### src/rtl/alu_serial.sv
// alu_serial: slice-serial integer ALU.
//
// Evaluates a WIDTH-bit AND/OR/XOR/ADD/SLT operation SLICE bits per clock,
// least-significant slice first, reusing one SLICE-bit ripple adder across
// N = WIDTH/SLICE cycles.
//
// Ports:
//   clk       - rising-edge clock
//   reset     - synchronous, active-high reset
//   start     - operation request, accepted only while busy=0
//   a, b      - WIDTH-bit operands, sampled on accept
//   ainv,binv - operand invert controls (binv also sets carry-in), sampled on accept
//   op        - 000 AND, 001 OR, 010 XOR, 011 ADD, 100 SLT, others reserved
//   busy      - operation in progress
//   done      - one-cycle pulse when result/flags are updated
//   result    - result of the last completed operation
//   cout      - carry out of the MSB (ADD/SLT only)
//   overflow  - signed overflow (ADD/SLT only)
//   zero      - result == 0
module alu_serial #(
  parameter int WIDTH = 32,
  parameter int SLICE = 4
) (
  input  logic             clk,
  input  logic             reset,
  input  logic             start,
  input  logic [WIDTH-1:0] a,
  input  logic [WIDTH-1:0] b,
  input  logic             ainv,
  input  logic             binv,
  input  logic [2:0]       op,
  output logic             busy,
  output logic             done,
  output logic [WIDTH-1:0] result,
  output logic             cout,
  output logic             overflow,
  output logic             zero
);

  localparam int N  = WIDTH / SLICE;
  localparam int KW = (N > 1) ? $clog2(N) : 1;
  localparam logic [KW-1:0] K_LAST = KW'(N - 1);

  localparam logic [2:0] OP_AND = 3'b000;
  localparam logic [2:0] OP_OR  = 3'b001;
  localparam logic [2:0] OP_XOR = 3'b010;
  localparam logic [2:0] OP_ADD = 3'b011;
  localparam logic [2:0] OP_SLT = 3'b100;

  typedef enum logic {
    S_IDLE = 1'b0,
    S_RUN  = 1'b1
  } state_e;

  state_e           state_q, state_d;
  logic [KW-1:0]    k_q, k_d;
  // Operand registers hold the already-inverted operands and are shifted
  // right by SLICE each RUN cycle, so the current slice is always at [SLICE-1:0].
  logic [WIDTH-1:0] a_q, a_d;
  logic [WIDTH-1:0] b_q, b_d;
  logic [WIDTH-1:0] acc_q, acc_d;
  logic [2:0]       op_q, op_d;
  logic             carry_q, carry_d;
  logic [WIDTH-1:0] result_q, result_d;
  logic             cout_q, cout_d;
  logic             overflow_q, overflow_d;
  logic             zero_q, zero_d;
  logic             done_q, done_d;

  // ---------------------------------------------------------------------
  // Slice datapath
  // ---------------------------------------------------------------------
  logic [SLICE-1:0] slice_a;
  logic [SLICE-1:0] slice_b;
  logic [SLICE-1:0] slice_sum;
  logic [SLICE-1:0] slice_res;
  logic [SLICE:0]   chain;

  assign slice_a  = a_q[SLICE-1:0];
  assign slice_b  = b_q[SLICE-1:0];
  assign chain[0] = carry_q;

  genvar gi;
  generate
    for (gi = 0; gi < SLICE; gi++) begin : g_ripple
      assign slice_sum[gi] = slice_a[gi] ^ slice_b[gi] ^ chain[gi];
      assign chain[gi+1]   = (slice_a[gi] & slice_b[gi]) |
                             (chain[gi] & (slice_a[gi] ^ slice_b[gi]));
    end
  endgenerate

  always_comb begin
    slice_res = '0;
    case (op_q)
      OP_AND:         slice_res = slice_a & slice_b;
      OP_OR:          slice_res = slice_a | slice_b;
      OP_XOR:         slice_res = slice_a ^ slice_b;
      OP_ADD, OP_SLT: slice_res = slice_sum;
      default:        slice_res = '0;
    endcase
  end

  // Partial result fills from the top: after N cycles the first slice has
  // been shifted down to bit 0.
  logic [WIDTH-1:0] acc_next;
  assign acc_next = (acc_q >> SLICE) | (WIDTH'(slice_res) << (WIDTH - SLICE));

  // Flags from the final slice: the carry chain's last two taps are the
  // carries into and out of bit WIDTH-1.
  logic is_arith;
  logic c_out;
  logic c_in_msb;
  logic ovf_fin;
  logic [WIDTH-1:0] final_res;

  assign is_arith = (op_q == OP_ADD) || (op_q == OP_SLT);
  assign c_out    = chain[SLICE];
  assign c_in_msb = chain[SLICE-1];
  assign ovf_fin  = c_in_msb ^ c_out;

  always_comb begin
    final_res = '0;
    case (op_q)
      OP_AND, OP_OR, OP_XOR, OP_ADD: final_res = acc_next;
      // Sign of a-b corrected for overflow gives the true signed less-than.
      OP_SLT:  final_res = WIDTH'(acc_next[WIDTH-1] ^ ovf_fin);
      default: final_res = '0;
    endcase
  end

  // ---------------------------------------------------------------------
  // Control: next-state and register updates
  // ---------------------------------------------------------------------
  always_comb begin
    state_d    = state_q;
    k_d        = k_q;
    a_d        = a_q;
    b_d        = b_q;
    acc_d      = acc_q;
    op_d       = op_q;
    carry_d    = carry_q;
    result_d   = result_q;
    cout_d     = cout_q;
    overflow_d = overflow_q;
    zero_d     = zero_q;
    done_d     = 1'b0;

    case (state_q)
      S_IDLE: begin
        if (start) begin
          // SLT always computes a + ~b + 1 regardless of the invert controls.
          if (op == OP_SLT) begin
            a_d     = a;
            b_d     = ~b;
            carry_d = 1'b1;
          end else begin
            a_d     = ainv ? ~a : a;
            b_d     = binv ? ~b : b;
            carry_d = binv;
          end
          op_d    = op;
          acc_d   = '0;
          k_d     = '0;
          state_d = S_RUN;
        end
      end

      S_RUN: begin
        a_d     = a_q >> SLICE;
        b_d     = b_q >> SLICE;
        carry_d = c_out;
        acc_d   = acc_next;
        k_d     = k_q + KW'(1);
        if (k_q == K_LAST) begin
          k_d        = '0;
          state_d    = S_IDLE;
          done_d     = 1'b1;
          result_d   = final_res;
          cout_d     = is_arith & c_out;
          overflow_d = is_arith & ovf_fin;
          zero_d     = (final_res == '0);
        end
      end

      default: state_d = S_IDLE;
    endcase
  end

  always_ff @(posedge clk) begin
    if (reset) begin
      state_q    <= S_IDLE;
      k_q        <= '0;
      a_q        <= '0;
      b_q        <= '0;
      acc_q      <= '0;
      op_q       <= '0;
      carry_q    <= 1'b0;
      result_q   <= '0;
      cout_q     <= 1'b0;
      overflow_q <= 1'b0;
      zero_q     <= 1'b0;
      done_q     <= 1'b0;
    end else begin
      state_q    <= state_d;
      k_q        <= k_d;
      a_q        <= a_d;
      b_q        <= b_d;
      acc_q      <= acc_d;
      op_q       <= op_d;
      carry_q    <= carry_d;
      result_q   <= result_d;
      cout_q     <= cout_d;
      overflow_q <= overflow_d;
      zero_q     <= zero_d;
      done_q     <= done_d;
    end
  end

  assign busy     = (state_q == S_RUN);
  assign done     = done_q;
  assign result   = result_q;
  assign cout     = cout_q;
  assign overflow = overflow_q;
  assign zero     = zero_q;

endmodule
### config.mk
export PLATFORM = sky130hd
export DESIGN_NAME = alu_serial
export DESIGN_NICKNAME = d
export VERILOG_FILES = /design/src/rtl/alu_serial.sv
export SDC_FILE = /design/constraint.sdc
export NUM_CORES = 1
export LEC_CHECK = 0
export CAP_MARGIN = 20
export CORE_ASPECT_RATIO = 0.9
export CORE_MARGIN = 4
export CORE_UTILIZATION = 58
export CTS_CLUSTER_DIAMETER = 30
export DETAILED_ROUTE_END_ITERATION = 10
export PLACE_DENSITY = 0.85
export SYNTH_ARGS = -nofsm -noshare
export SYNTH_HDL_FRONTEND = slang
export SYNTH_SLANG_ARGS = --single-unit
export TNS_END_PERCENT = 50
### constraint.sdc
create_clock -name clk -period 7.8 [get_ports clk]
set_input_delay 0.78 -clock clk [delete_from_list [all_inputs] [get_ports clk]]
set_output_delay 0.78 -clock clk [all_outputs]
set_load 0.03 [all_outputs]
**After elaboration in Yosys (flattened, before gate mapping)**

Index checks and enable logic that the tools add are counted.

- Flip-flop bits (word level): 140
- Bits of input ports: 72

- $add $sub $neg: 1
- Equality and inequality tests: 7
- Mux-type cells: 22
- Bitwise logic cells: 31
- Reduce and logical (&&, ||, !) cells: 8

Operator list:

| cell | number |
|---|---|
| 32-bit one-hot mux with 2 select lines | 4 |
| 32-bit 2-to-1 mux | 7 |
| 32-bit inverter | 2 |
| 32-bit zero test | 1 |
| 28-bit by 32-bit bitwise OR with 32-bit output | 1 |
| 4-bit one-hot mux with 4 select lines | 1 |
| 1-bit bitwise AND | 10 |
| 1-bit bitwise XOR | 10 |
| 3-bit equality test (second input constant) | 3 |
| 3-bit by 2-bit equality test with 1-bit output (second input constant) | 2 |
| 3-bit 2-to-1 mux | 2 |
| 3-bit one-hot mux with 2 select lines | 1 |
| 1-bit 2-to-1 mux | 5 |
| 4-bit bitwise AND | 1 |
| 1-bit bitwise OR | 4 |
| 4-bit bitwise OR | 1 |
| 1-bit one-hot mux with 2 select lines | 2 |
| 2-bit AND reduction | 2 |
| 2-bit OR reduction | 2 |
| 4-bit OR reduction | 1 |
| 4-bit bitwise XOR | 1 |
| 3-bit by 1-bit adder with 3-bit output (second input constant) | 1 |
| 3-bit by 1-bit equality test with 1-bit output (second input constant) | 1 |
| 3-bit zero test | 1 |
| other kinds (3) | 3 |

**Logic depth before layout (Yosys ltp)**

- Depth in word-level cells: 13
- Depth in mapped cells: 9
- Gate-level depth less buffers: 9

**Least setup slack after synthesis**

OpenSTA, ideal clock, no wires.

- Kind: reg2reg
- Start: register a_q[0]
- End: register zero_q (netlist: zero)
- Setup time: 0.116 ns
- Arrival: 2.662 ns
- Slack: 5.022 ns
- Cell stages (with the launch flop): 10
- Period minus slack after synthesis: 2.778 ns
- Cells stage by stage: dfxtp_1 -> fa_1 -> fa_1 -> inv_1 -> fa_1 -> fa_1 -> xor3_1 -> o211ai_1 -> a21oi_1 -> a31o_1

- Longest elaborated chain between the ends: 13
- Elaborated cells on any way between the ends: 23
- Those cells by class: mux (2); bitwise (20); reduce/logical (1)

RTL lines:

| item | line | text |
|---|---|---|
| start, declared | 59 | `logic [WIDTH-1:0] a_q, a_d;` |
| start signal, assigned | 193 | `a_q <= '0;` |
| start signal, assigned | 206 | `a_q <= a_d;` |
| 1-bit bitwise XOR | 86, 88 |  |
| 1-bit bitwise AND | 88 | `(chain[gi] & (slice_a[gi] ^ slice_b[gi]));` |
| 1-bit bitwise OR | 87 | `assign chain[gi+1] = (slice_a[gi] & slice_b[gi]) \|` |
| 1-bit bitwise AND | 88 |  |
| 1-bit bitwise OR | 87 |  |
| 1-bit bitwise AND | 88 |  |
| 1-bit bitwise OR | 87 |  |
| 1-bit bitwise XOR or 1-bit bitwise AND (tied branches) | 86, 88 |  |
| 4-bit one-hot mux with 4 select lines or 1-bit bitwise OR (tied branches) | 94, 87 |  |
| 28-bit by 32-bit bitwise OR with 32-bit output or 1-bit bitwise XOR (tied branches) | 106, 119 |  |
| 1-bit bitwise XOR | 126 | `OP_SLT: final_res = WIDTH'(acc_next[WIDTH-1] ^ ovf_fin);` |
| 32-bit one-hot mux with 2 select lines * | 123 | `case (op_q)` |
| 32-bit zero test * | 181 | `zero_d = (final_res == '0);` |
| end signal, assigned | 214 | `zero_q <= zero_d;` |
| end, declared | 67 | `logic zero_q, zero_d;` |

Every way passes the cells marked *; elsewhere a longest branch is shown, timed or not.
A chain may end at the register's enable or synchronous reset.

**Final worst setup path**

- Start: input start
- End: register a_q[4]

- Longest elaborated chain between the ends: 1

RTL lines:

| item | line | text |
|---|---|---|
| start, declared | 26 | `input logic start,` |
| 2-bit inequality test (no line) | n/a |  |

No other way between the ends.

==> results.sh <==
export IMPL_outcome="finished, final reports clean"
export IMPL_portbufs=108
export IMPL_report_power_total_mw=1.750
export IMPL_cts_inserted_buffers=17
export IMPL_cts_path_max_buffers=2
export IMPL_yosys_top_cells_area="dfxtp_1 (40%), o21ai_0 (6.6%), nor3b_1 (6.1%), nor3_1 (4.5%), a22o_1 (3.3%)"
export IMPL_cellLeakagePower_nw=3.075
export IMPL_clkLatencyLatePin_ps=430
export IMPL_layout_cells_non_filler=1051
export IMPL_detailroute_via_count=6254
export IMPL_pwr_density_cell_mw_per_mm2=209.3
export IMPL_mappedNetlistNets=916
export IMPL_cts_setup_buffers=0
export IMPL_cts_root_buffer="clkbuf_16"
export IMPL_h_tree_depth=4
export IMPL_grt_overflow_total=0
export IMPL_ir_drop_mv=0.1719
export IMPL_report_final_slew_viol_count=0
export IMPL_final_nets=968
export IMPL_route_final_wire_length_um=16170
export IMPL_starting_drc_count_in_detailed_routing=541
export IMPL_design_die_area_sq_mm=0.01355
export IMPL_cts_num_sinks=136
export IMPL_overall_die_height_um=110.8
export IMPL_design_core_area_sq_mm=0.01148
export IMPL_placement_rows=37
export IMPL_grt_usage_pct=23.77
export IMPL_tritoncts="yes"
export IMPL_finalCriticalPeriod_ps=3336
export IMPL_dp_final_hpwl_um=10370
export IMPL_gp_congestion=0.8614
export IMPL_setup_tns_ps=0
export IMPL_synth_area_sq_mm=0.006813
export IMPL_hold_viol=0
export IMPL_criticalPathCategory="in2reg"
export IMPL_report_final_setup_viol=0
export IMPL_critPathMaxFanout=102
export IMPL_dp_cells=1018
export IMPL_boundaryPins=109
export IMPL_ant_diodes=0
export IMPL_fin_area_sq_mm=0.008361
export IMPL_grt_setup_unrepaired="false"
export IMPL_postSynthRegisterBits=136
export IMPL_slew_headroom_pct=32.95
export IMPL_vias_per_cell=5.951
export IMPL_ys_flop_type="dfxtp_1"
export IMPL_post_cts_hold_buffer_count=0
export IMPL_drcViolationCount=0
export IMPL_synth_area_per_cell_sq_um=8.208
export IMPL_dr_pass1_iters=5
export IMPL_worst_clock_skew_ps=11.35
export IMPL_synthesis_instances=830
export IMPL_clk_pin_slew_worst_paths_ps=60
export IMPL_critical_path_required_ps=8080
export IMPL_critical_path_reg2reg_startpoint="a_q[0]$_SDFFE_PP0P_"
export IMPL_drt_wirelength_per_cell_um=15.38
export IMPL_worst_hold_path_type="reg2reg"
export IMPL_synth_top_cell_area_share_pct=39.96
export IMPL_synth_seq_area_share_pct=39.96
export IMPL_post_cts_resized=0
export IMPL_initial_cell_density_of_the_core_pct=59.34
export IMPL_grt_start_max_net_pins=123
export IMPL_ys_types=54
export IMPL_timing_worst_slew_pin_value_ps=1006
export IMPL_synthesis_yosys_warnings=0
export IMPL_critical_path_arrival_ps=3620
export IMPL_placed_area_sq_mm=0.007777
export IMPL_post_synth_top_area_cell="dfxtp_1"
export IMPL_ant_nets=0
export IMPL_post_route_cells_drive_above_1_share_pct=5.810
export IMPL_async_reset_ff_share_pct=0
export IMPL_post_route_period_util_pct=42.77
export IMPL_layout_area_overhead_vs_synth_pct=22.72
export IMPL_cp_end_kind="flip-flop"
export IMPL_layout_filler_cells=882
export IMPL_grt_first_pass_wirelength_um=26960
export IMPL_die_width_um=122.2
export IMPL_most_common_cell_after_layout_fill_and_taps_aside="dfxtp_1"
export IMPL_setup_worst_path_start="start"
export IMPL_worstSetupStartpointType="input pin"
export IMPL_maxCapViolCount=0
export IMPL_max_freq_mhz=299.8
export IMPL_synth_enable_flop_cells=0
export IMPL_hp_start="overflow$_SDFFE_PP0P_"
export IMPL_number_of_global_route_vias_before_repair=5779
export IMPL_grt_antenna_before_repair=0
export IMPL_final_cell_mix="dfxtp_1 (135), clkdlybuf4s50_1 (106), o21ai_0 (90)"
[state kept, by name (all words and copies together) (netlist names), 3 cells and up]
name / cells
op_q: 3
result: 32
b_q: 32
k_q: 3
acc_q: 28
a_q: 32
[through the flow]
stage | hold slack (ps) | util [%] | setup WS, ps
after floorplan | 432.3 | - | 5022
after global routing | 477.7 | 72.82 | 4295
after CTS | 457.2 | 72.69 | 4569
after detailed placement | 447.5 | 67.74 | 4136
after global placement | 426.1 | 67.74 | 4230
final | 458.3 | 72.82 | 4464
[cell families after synthesis]
logic type	after synthesis	share of synthesized area [%]
xor gates and xnor gates	6	0.9917
AOI/OAI and AO/OA	267	24.13
adders and majority gates	14	3.012
buffers and inverters	100	6.373
and+or+nand+nor	302	24.59
DFF	136	39.96
muxes	5	0.9366
[metal layers]
metal	wire length [um]	vias to the layer above	global-route usage [%]	part of all wire, %
met3	950	32	6.020	5.9
met1	7094	2931	30.76	44
met2	7792	179	38.64	48
met4	329	0	7.761	2.0
li1	-	3112	-	-
met5	0	-	0	0
[power by group]
group / internal, mW / switching [mW] / total, mW / leakage [nW]
clock network: 0.425 / 0.344 / 0.769 / 0.280
logic: 0.110 / 0.117 / 0.227 / 1.68
registers: 0.726 / 0.0276 / 0.754 / 1.11
total: 1.26 / 0.489 / 1.75 / 3.08
[layout make-up]
class                   instances  area (sq um)  area share (%)
clock buffers                  17         425.4           5.088
clock inverters                15         142.6           1.706
inverters                      16         60.06          0.7183
multi-input cells             594          3662           43.80
flip-flops and latches        136          2726           32.61
well taps                     156         195.2           2.335
repair buffers                117          1149           13.74
[final timing paths]
kind	to	slack, ps	cells past startpoint
setup / recovery	a_q[4]$_SDFFE_PP0P_	4460	6
hold / removal	overflow$_SDFFE_PP0P_	460	2
setup reg to reg	zero$_SDFFE_PP0P_	4730	9
hold reg to reg	overflow$_SDFFE_PP0P_	460	2
[synthesized netlist by cell type (4+ instances only)]
master / number
nor4_1: 8
o21ai_1: 4
a31oi_1: 24
a21oi_1: 44
nand2_1: 42
buf_4: 4
o22ai_1: 29
nor3b_1: 55
a21o_1: 24
ha_1: 10
xor2_1: 5
o21ai_0: 90
fa_1: 4
nand3_1: 6
a22o_1: 26
dfxtp_1: 136
buf_2: 17
nand2b_1: 4
inv_1: 15
nor2_1: 50
nor2b_1: 30
or3_1: 32
a211oi_1: 9
a311oi_1: 4
nor3_1: 61
clkbuf_1: 52
buf_1: 8
[critical path, stage by stage]
cell and delay (ps):
buf_2 70, buf_4 730, clkinv_1 1000, buf_4 540, nor3b_1 270, o22ai_1 120
Power figures use the tool's default switching activity.
